## src/rtl/spi_ram_pkg.sv

```systemverilog
// Shared definitions for the SPI-slave/RAM subsystem: FSM state encoding,
// frame opcodes and default widths.
package spi_ram_pkg;

   localparam int DEF_FRAME_W = 10;
   localparam int DEF_DATA_W  = 8;

   localparam logic [2:0] S_IDLE      = 3'd0;
   localparam logic [2:0] S_CHK_CMD   = 3'd1;
   localparam logic [2:0] S_WRITE     = 3'd2;
   localparam logic [2:0] S_READ_ADD  = 3'd3;
   localparam logic [2:0] S_READ_DATA = 3'd4;

   typedef enum logic [2:0] {
      ST_IDLE      = S_IDLE,
      ST_CHK_CMD   = S_CHK_CMD,
      ST_WRITE     = S_WRITE,
      ST_READ_ADD  = S_READ_ADD,
      ST_READ_DATA = S_READ_DATA
   } state_t;

   localparam logic [1:0] OPC_WR_ADDR = 2'd0;
   localparam logic [1:0] OPC_WR_DATA = 2'd1;
   localparam logic [1:0] OPC_RD_ADDR = 2'd2;
   localparam logic [1:0] OPC_RD_DATA = 2'd3;

endpackage

```

## src/rtl/spi_tx_shifter.sv

```systemverilog
// MSB-first serialiser for the read byte: a load drives the MSB at once,
// the remaining bits follow one per clock, then the line returns to 0.
module spi_tx_shifter #(
   parameter int DATA_W = 8
) (
   input  logic              clk,
   input  logic              rst_n,
   input  logic              i_load,
   input  logic [DATA_W-1:0] i_data,
   input  logic              i_abort,
   output logic              o_miso,
   output logic              o_busy
);

   localparam logic [2:0] LAST_CNT = 3'(DATA_W - 1);

   logic [DATA_W-1:0] r_sr;
   logic [2:0]        r_cnt;
   logic              r_miso;
   logic              r_busy;

   always_ff @(posedge clk or negedge rst_n) begin
      if (!rst_n) begin
         r_sr   <= '0;
         r_cnt  <= '0;
         r_miso <= 1'b0;
         r_busy <= 1'b0;
      end else if (i_abort) begin
         r_cnt  <= '0;
         r_miso <= 1'b0;
         r_busy <= 1'b0;
      end else if (i_load) begin
         r_sr   <= i_data;
         r_cnt  <= '0;
         r_miso <= i_data[DATA_W-1];
         r_busy <= 1'b1;
      end else if (r_busy) begin
         // r_cnt counts bits already placed after the MSB
         if (r_cnt == LAST_CNT) begin
            r_miso <= 1'b0;
            r_busy <= 1'b0;
         end else begin
            r_sr   <= {r_sr[DATA_W-2:0], 1'b0};
            r_miso <= r_sr[DATA_W-2];
            r_cnt  <= r_cnt + 3'd1;
         end
      end
   end

   assign o_miso = r_miso;
   assign o_busy = r_busy;

endmodule

```

## src/rtl/spi_slave_if.sv

```systemverilog
// SPI slave front end: deserialises 10-bit command frames for the RAM and
// serialises the RAM's read byte back on MISO during read-data frames.
module spi_slave_if
   import spi_ram_pkg::*;
#(
   parameter int FRAME_W = DEF_FRAME_W,
   parameter int DATA_W  = DEF_DATA_W
) (
   input  logic               clk,
   input  logic               rst_n,
   input  logic               SS_n,
   input  logic               MOSI,
   output logic               MISO,
   output logic [FRAME_W-1:0] rx_data,
   output logic               rx_valid,
   input  logic [DATA_W-1:0]  tx_data,
   input  logic               tx_valid
);

   localparam logic [3:0] LAST_BIT = 4'(FRAME_W - 1);
   localparam logic [3:0] CNT_FULL = 4'(FRAME_W);

   state_t             r_state;
   state_t             w_state_next;
   logic [FRAME_W-2:0] r_rx_shift;
   logic [FRAME_W-1:0] r_rx_data;
   logic               r_rx_valid;
   logic               r_rd_addr_done;
   logic [3:0]         r_bit_cnt;
   logic               r_tx_loaded;
   logic [FRAME_W-1:0] w_word;
   logic               w_in_frame;
   logic               w_frame_done;
   logic               w_tx_load;
   logic               w_tx_busy;

   assign w_word       = {r_rx_shift, MOSI};
   assign w_in_frame   = !SS_n && (r_state inside {ST_WRITE, ST_READ_ADD, ST_READ_DATA});
   assign w_frame_done = w_in_frame && (r_bit_cnt == LAST_BIT);
   // Only one RAM response is accepted per read-data frame, after the word has gone out
   assign w_tx_load    = !SS_n && (r_state == ST_READ_DATA) && (r_bit_cnt == CNT_FULL)
                         && tx_valid && !r_tx_loaded && !w_tx_busy;

   always_ff @(posedge clk or negedge rst_n) begin
      if (!rst_n) r_state <= ST_IDLE;
      else        r_state <= w_state_next;
   end

   always_comb begin
      w_state_next = r_state;
      if (SS_n) begin
         w_state_next = ST_IDLE;
      end else begin
         case (r_state)
            ST_IDLE:    w_state_next = ST_CHK_CMD;
            ST_CHK_CMD: begin
               if (!MOSI)               w_state_next = ST_WRITE;
               else if (r_rd_addr_done) w_state_next = ST_READ_DATA;
               else                     w_state_next = ST_READ_ADD;
            end
            default:    w_state_next = r_state;
         endcase
      end
   end

   always_ff @(posedge clk or negedge rst_n) begin
      if (!rst_n) begin
         r_rx_shift     <= '0;
         r_rx_data      <= '0;
         r_rx_valid     <= 1'b0;
         r_rd_addr_done <= 1'b0;
         r_bit_cnt      <= '0;
         r_tx_loaded    <= 1'b0;
      end else begin
         r_rx_valid <= 1'b0;
         if (SS_n) begin
            r_bit_cnt   <= '0;
            r_tx_loaded <= 1'b0;
         end else if (r_state == ST_CHK_CMD) begin
            r_rx_shift <= w_word[FRAME_W-2:0];
            r_bit_cnt  <= 4'd1;
         end else if (w_in_frame) begin
            if (r_bit_cnt < CNT_FULL) begin
               r_rx_shift <= w_word[FRAME_W-2:0];
               r_bit_cnt  <= r_bit_cnt + 4'd1;
            end
            if (w_frame_done) begin
               r_rx_data  <= w_word;
               r_rx_valid <= 1'b1;
               if (w_word[FRAME_W-1 -: 2] == OPC_RD_ADDR)      r_rd_addr_done <= 1'b1;
               else if (w_word[FRAME_W-1 -: 2] == OPC_RD_DATA) r_rd_addr_done <= 1'b0;
            end
            if (w_tx_load) r_tx_loaded <= 1'b1;
         end
      end
   end

   spi_tx_shifter #(
      .DATA_W (DATA_W)
   ) u_tx_shifter (
      .clk     (clk),
      .rst_n   (rst_n),
      .i_load  (w_tx_load),
      .i_data  (tx_data),
      .i_abort (SS_n),
      .o_miso  (MISO),
      .o_busy  (w_tx_busy)
   );

   assign rx_data  = r_rx_data;
   assign rx_valid = r_rx_valid;

endmodule
```

## config.mk

```make
export PLATFORM = sky130hd
export DESIGN_NAME = spi_slave_if
export DESIGN_NICKNAME = d
export VERILOG_FILES = /design/src/rtl/spi_ram_pkg.sv /design/src/rtl/spi_tx_shifter.sv /design/src/rtl/spi_slave_if.sv
export SDC_FILE = /design/constraint.sdc
export NUM_CORES = 1
export LEC_CHECK = 0
export ABC_CLOCK_PERIOD_IN_PS = 2300
export CELL_PAD_IN_SITES_DETAIL_PLACEMENT = 0
export CELL_PAD_IN_SITES_GLOBAL_PLACEMENT = 1
export CORE_MARGIN = 10
export CORE_UTILIZATION = 45
export DETAILED_ROUTE_END_ITERATION = 8
export DONT_BUFFER_PORTS = 1
export HOLD_SLACK_MARGIN = 0.05
export PLACE_DENSITY = 0.73
export SYNTH_ARGS = -nofsm -noshare
export SYNTH_HDL_FRONTEND = slang
export SYNTH_HIERARCHICAL = 1
export SYNTH_SLANG_ARGS = --single-unit
```

## constraint.sdc

```tcl
create_clock -name clk -period 2.3 [get_ports clk]
set_input_delay 0.23 -clock clk [delete_from_list [all_inputs] [get_ports clk]]
set_output_delay 0.23 -clock clk [all_outputs]
set_load 0.02 [all_outputs]
```

# Word-level counts from Yosys, hierarchy flattened
# Index checks and enable logic that the tools add are counted.
# word_totals
register_bits	41
# op_classes
n_addsub	2
magnitude_cmp	1
eq_ne	12
mux	36
n_bitwise	2
n_reduce_logical	29
# op_table
op	n
$mux 9	3
$mux 3	7
$mux 7	3
$mux 1	18
$mux 4	4
$reduce_bool 3->1	5
$reduce_bool 2->1	6
$reduce_and 3->1	3
$eq 4x4->1 const B	2
$logic_and 1x1->1	7
$eq 3x2->1 const B	2
$eq 3x3->1 const B	2
$pmux 3 s2	1
$reduce_and 5->1	1
$add 4x1->4 const B	1
$eq 2x2->1 const B	2
$lt 4x4->1 const B	1
$reduce_and 2->1	2
$reduce_and 4->1	1
$add 3x1->3 const B	1
$eq 3x1->1 const B	1
$logic_not 1->1	3
$logic_not 3->1	1
$ne 3x2->1 const B	1
3 further kinds	4

# Logic depth before layout (Yosys ltp)
# depth
depth_word	10
mapped_depth	8
ltp_nobuf	7

# By module
# Netlist, hierarchy kept.
# modules_own_cells
mod	n_inst	cells_per_inst	area_each_um2
spi_slave_if	1	95	1300.0
spi_tx_shifter	1	45	605.6

# Worst setup path before layout
# OpenSTA, ideal clock, no wires.
# synth_path
path_type	register -> register
from	register r_bit_cnt[0]
to	register u_tx_shifter.r_sr[2]
arrival_ns	1.667
t_required_ns	2.175
slack_ns	0.508
stages_incl_launch_ff	8
path_buffers	1
period_less_slack_ns	1.792
path_cell_list	dfrtp_1 -> inv_1 -> ha_1 -> and4_1 -> and3b_2 -> buf_6 -> mux2_4 -> mux2_2
# synth_via
elab_chain_cells	7
word_cells_on_any_way	9
classes_between	eq/ne: 2; mux: 1; reduce/logical: 6
# synth_rtl
element	line_no	rtl
from (decl)	spi_slave_if.sv:29	logic [3:0] r_bit_cnt;
from (signal assigned)	spi_slave_if.sv:85	r_bit_cnt <= r_bit_cnt + 4'd1;
$eq 4x4->1 (*)	spi_slave_if.sv:41	assign w_tx_load = !SS_n && (r_state == ST_READ_DATA) && (r_bit_cnt == CNT_FULL)
$logic_and 1x1->1 (*)	spi_slave_if.sv:41	
$logic_and 1x1->1 (*) (3 in series)	spi_slave_if.sv:42	&& tx_valid && !r_tx_loaded && !w_tx_busy;
via w_tx_load	spi_slave_if.sv:34	logic w_tx_load;
$ne 2x1->1 (no line) or $reduce_bool 2->1 (tied branches)	--	
$reduce_and 3->1 (no line)	--	
to (signal assigned)	spi_tx_shifter.sv:33	r_sr <= i_data;
to (signal assigned)	spi_tx_shifter.sv:43	r_sr <= {r_sr[DATA_W-2:0], 1'b0};
to (decl)	spi_tx_shifter.sv:17	logic [DATA_W-1:0] r_sr;
# The timed path passes the listed nets; every way through them passes the cells marked *.
# A chain may end at the register's enable or synchronous reset.

# Worst setup path in the final report
# Ends and elaborated chain as after synthesis.

==> summary.md <==
| Metric | Value |
|---|---|
| Power Dens Cells | `797 mW/mm^2` |
| Final Hold Fails | `0` |
| Syn nets | `158` |
| FP Rows | `23` |
| Largest net degree at the start of global routing | `42` |
| Worst slew pin tran | `0.485 ns` |
| Final Non-Filler Cells | `198` |
| Minimum hold slack | `0.0896 ns` |
| Final-stage net count | `166` |
| HPWL Detailed | `2.43 mm` |
| First-pass GRT wire length | `5.76 mm` |
| Grt met2 use | `0.155` |
| Post-route ant nets | `0` |
| Cell Count Post-Placement | `188` |
| Drt total wl | `3.39 mm` |
| Grt met1 use | `0.108` |
| Busiest layer in global routing | `met2` |
| Pins Over Slew Limit | `0` |
| Switch share | `0.245` |
| Clk buf depth | `2` |
| Setup violators final | `0` |
| Internal power | `0.00126 W` |
| Most used DFF post-synth | `dfrtp_1` |
| Worst EP required | `2.48 ns` |
| Slew headroom | `0.676` |
| Maxcap violations | `0` |
| Peak supply drop | `0.536 mV` |
| Crit path capture | `u_tx_shifter/r_sr[2]$_DFFE_PN0P_` |
| Dominant cell type by area after synthesis | `dfrtp_1` |
| Die Width | `85.1 um` |
| CTS tree | `built` |
| Reg2reg setup slack | `0.23 ns` |
| Lkg Pwr | `1.01 nW` |
| Num CTS Buffers | `5` |
| Post-synth EDFFs | `0` |
| Post-synth top cells | `dfrtp_1, mux2_2, mux2_4, inv_1, nor2_1` |
| Hold WC Path Type | `primary input to register` |
| Syn Inst Count | `140` |
| Io pins | `25` |
| RR Endpoint | `u_tx_shifter/r_sr[2]$_DFFE_PN0P_` |
| Syn_area_per_cell | `13.6 sq um` |
| CP Max Fanout | `13` |
| Die H | `85.1 um` |
| Placement Setup Slack | `0.222 ns` |
| Via density per instance | `5.44` |
| Clock latency on the worst-skew pair | `0.29 ns` |
| DR vias | `1,077` |
| Die area | `0.00724 sq mm` |
| Clock power frac | `0.332` |
| Final Critical Period | `2.07 ns` |
| Seq pwr share | `0.538` |
| Status | `complete, no violations` |
| GPL Wtd Cong | `0.800` |
| Syn-to-layout area delta | `9.78%` |
| Setup TNS | `0 ns` |
| Core Footprint | `0.00406 sq mm` |
| YS warnings | `6` |
| FF+latch count, synth | `41` |
| Clk root buf | `clkbuf_8` |
| Final WS setup | `0.227 ns` |
| IO buf count | `0` |
| Starting Density | `0.470` |
| Clock Skew | `0.00761 ns` |
| Gr usage total | `0.0997` |
| Post-route clock period utilization | `0.901` |
| Clk sink count | `41` |
| Drc violations | `0` |
| CP arrival | `2.26 ns` |
| Top post-synthesis cells by area | `dfrtp_1, mux2_2, mux2_4, ha_1, a21oi_4` |
| Comb power frac | `0.130` |
| Synthesized area | `0.00191 sq mm` |
| Post-synth cell types | `37` |
| Antenna diodes | `0` |
| H-Tree Depth | `2` |
| R2R cell count | `7` |
| Seq/Total Area, Yosys | `0.538` |
| CP Launch Point | `r_bit_cnt[0]$_DFFE_PN0P_` |
| Gr ovfl total | `0` |
| Crit Path Class | `register to register` |
| Met3 Track Usage GR | `0.0488` |
| Fin util | `0.516` |
| Asr flop ratio synth | `1.00` |
| Vias in the first global route | `1,183` |
| CTS clk-pin slew, worst paths | `0.08 ns` |
| Worst Setup End Kind | `register` |
| Post-detailed-route wirelength per cell | `17.1 um` |
| Layout cell share with drive strength beyond 1 | `0.324` |
| Iter 0 DRT Violations | `53` |
| NetSw | `0.000407 W` |
| RSZ-0062 raised after global routing | `false` |
| Pre-antenna DRT Iters | `4` |
| Share of Yosys cell area claimed by the top area cell type | `0.538` |
| Setup bufs post-CTS | `0` |
| Fmax | `0.482 GHz` |
| Reg2reg start | `r_bit_cnt[0]$_DFFE_PN0P_` |
| Initial antenna violation count | `0` |
| Cell with the most instances after synthesis | `dfrtp_1` |
| Setup crit start kind | `register` |
## state kept, by name, summed over array words and instances, names as in the netlist
name and count:
r_bit_cnt 4, r_rd_addr_done 1, r_rx_shift 9, r_state 3, r_tx_loaded 1, rx_data 10, rx_valid 1, u_tx_shifter/o_busy 1
u_tx_shifter/o_miso 1, u_tx_shifter/r_cnt 3, u_tx_shifter/r_sr 7
## metrics by stage
stage / area, sq um / total power (W)
2_1_floorplan: 1910 / 0.00106
3_3_place_gp: 1950 / 0.00109
3_5_place_dp: 1950 / 0.00111
4_1_cts: 2090 / 0.00169
5_1_grt: 2090 / 0.00176
6_report: 2090 / 0.00167
## worst min path at each step
stage | from | end | slack [ns] | cells past startpoint
2_1_floorplan | rst_n | r_bit_cnt[0]$_DFFE_PN0P_ | -0.07 | 0
3_3_place_gp | rst_n | u_tx_shifter/r_sr[3]$_DFFE_PN0P_ | -0.06 | 0
3_5_place_dp | rst_n | u_tx_shifter/r_sr[0]$_DFFE_PN0P_ | -0.06 | 0
4_1_cts | MOSI | rx_data[0]$_DFFE_PN0P_ | 0.08 | 1
5_1_grt | MOSI | r_rx_shift[0]$_DFFE_PN0P_ | 0.07 | 1
6_report | MOSI | rx_data[0]$_DFFE_PN0P_ | 0.09 | 1
## worst max-delay path: stages, from the launching register on
cell and delay, ns:
dfrtp_1 0.42, inv_1 0.11, ha_1 0.14, and4_1 0.17
and3b_2 0.36, inv_1 0.13, a21oi_4 0.27, mux2_2 0.37
## power groups by stage
stage	Sequential (W)	Clock, W	Combinational [W]
after global routing	0.000913	0.000605	0.000243
after floorplan	0.000887	0	0.000173
after global placement	0.000905	0	0.000190
final	0.000897	0.000552	0.000217
after CTS	0.000899	0.000569	0.000221
after detailed placement	0.000914	0	0.000196
## cell type report
cell class | count | area [sq um]
Clock buffer | 5 | 68.8
Clock inverter | 2 | 35.0
Fill cell | 366 | 1970
Inverter | 8 | 30.0
Multi-Input combinational cell | 88 | 822
Sequential cell | 41 | 1030
Tap cell | 50 | 62.6
Timing Repair Buffer | 4 | 47.5
## cell families after synthesis
logic type      after synthesis  synth area share
flops                        41             0.538
buf+inv                      11            0.0302
fa+ha+maj                     5            0.0328
mux                          32             0.211
simple gates                 31             0.104
xor+xnor                      3            0.0138
compound gates               17            0.0703
## cells in the final DEF (no fill, tap or decap), types with 2 or more instances in the layout
| cell | n |
|---|---|
| a21oi_4 | 2 |
| nor2b_1 | 2 |
| nor3_1 | 5 |
| a21oi_1 | 5 |
| inv_1 | 8 |
| mux2_4 | 12 |
| dlygate4sd3_1 | 2 |
| mux2i_1 | 3 |
| nand2_1 | 3 |
| xnor2_1 | 2 |
| o21ai_0 | 2 |
| dfrtp_1 | 41 |
| nor2_1 | 8 |
| mux2_2 | 17 |
| clkbuf_8 | 5 |
| o21ai_2 | 2 |
| ha_1 | 5 |
## metal layers
metal	vias to the layer above	wire, um
met3	7	290
met1	539	1400
met5	-	0
met4	0	75
li1	506	-
met2	25	1620
## timing repair
| item | CTS | global route |
|---|---|---|
| endpoints found under the setup margin | 0 | 0 |
| resized for setup | 0 | 0 |
| endpoints found under the hold margin | 51 | 0 |
| hold buffers | 3 | 0 |
No activity file was read; power rests on OpenSTA's default activity.
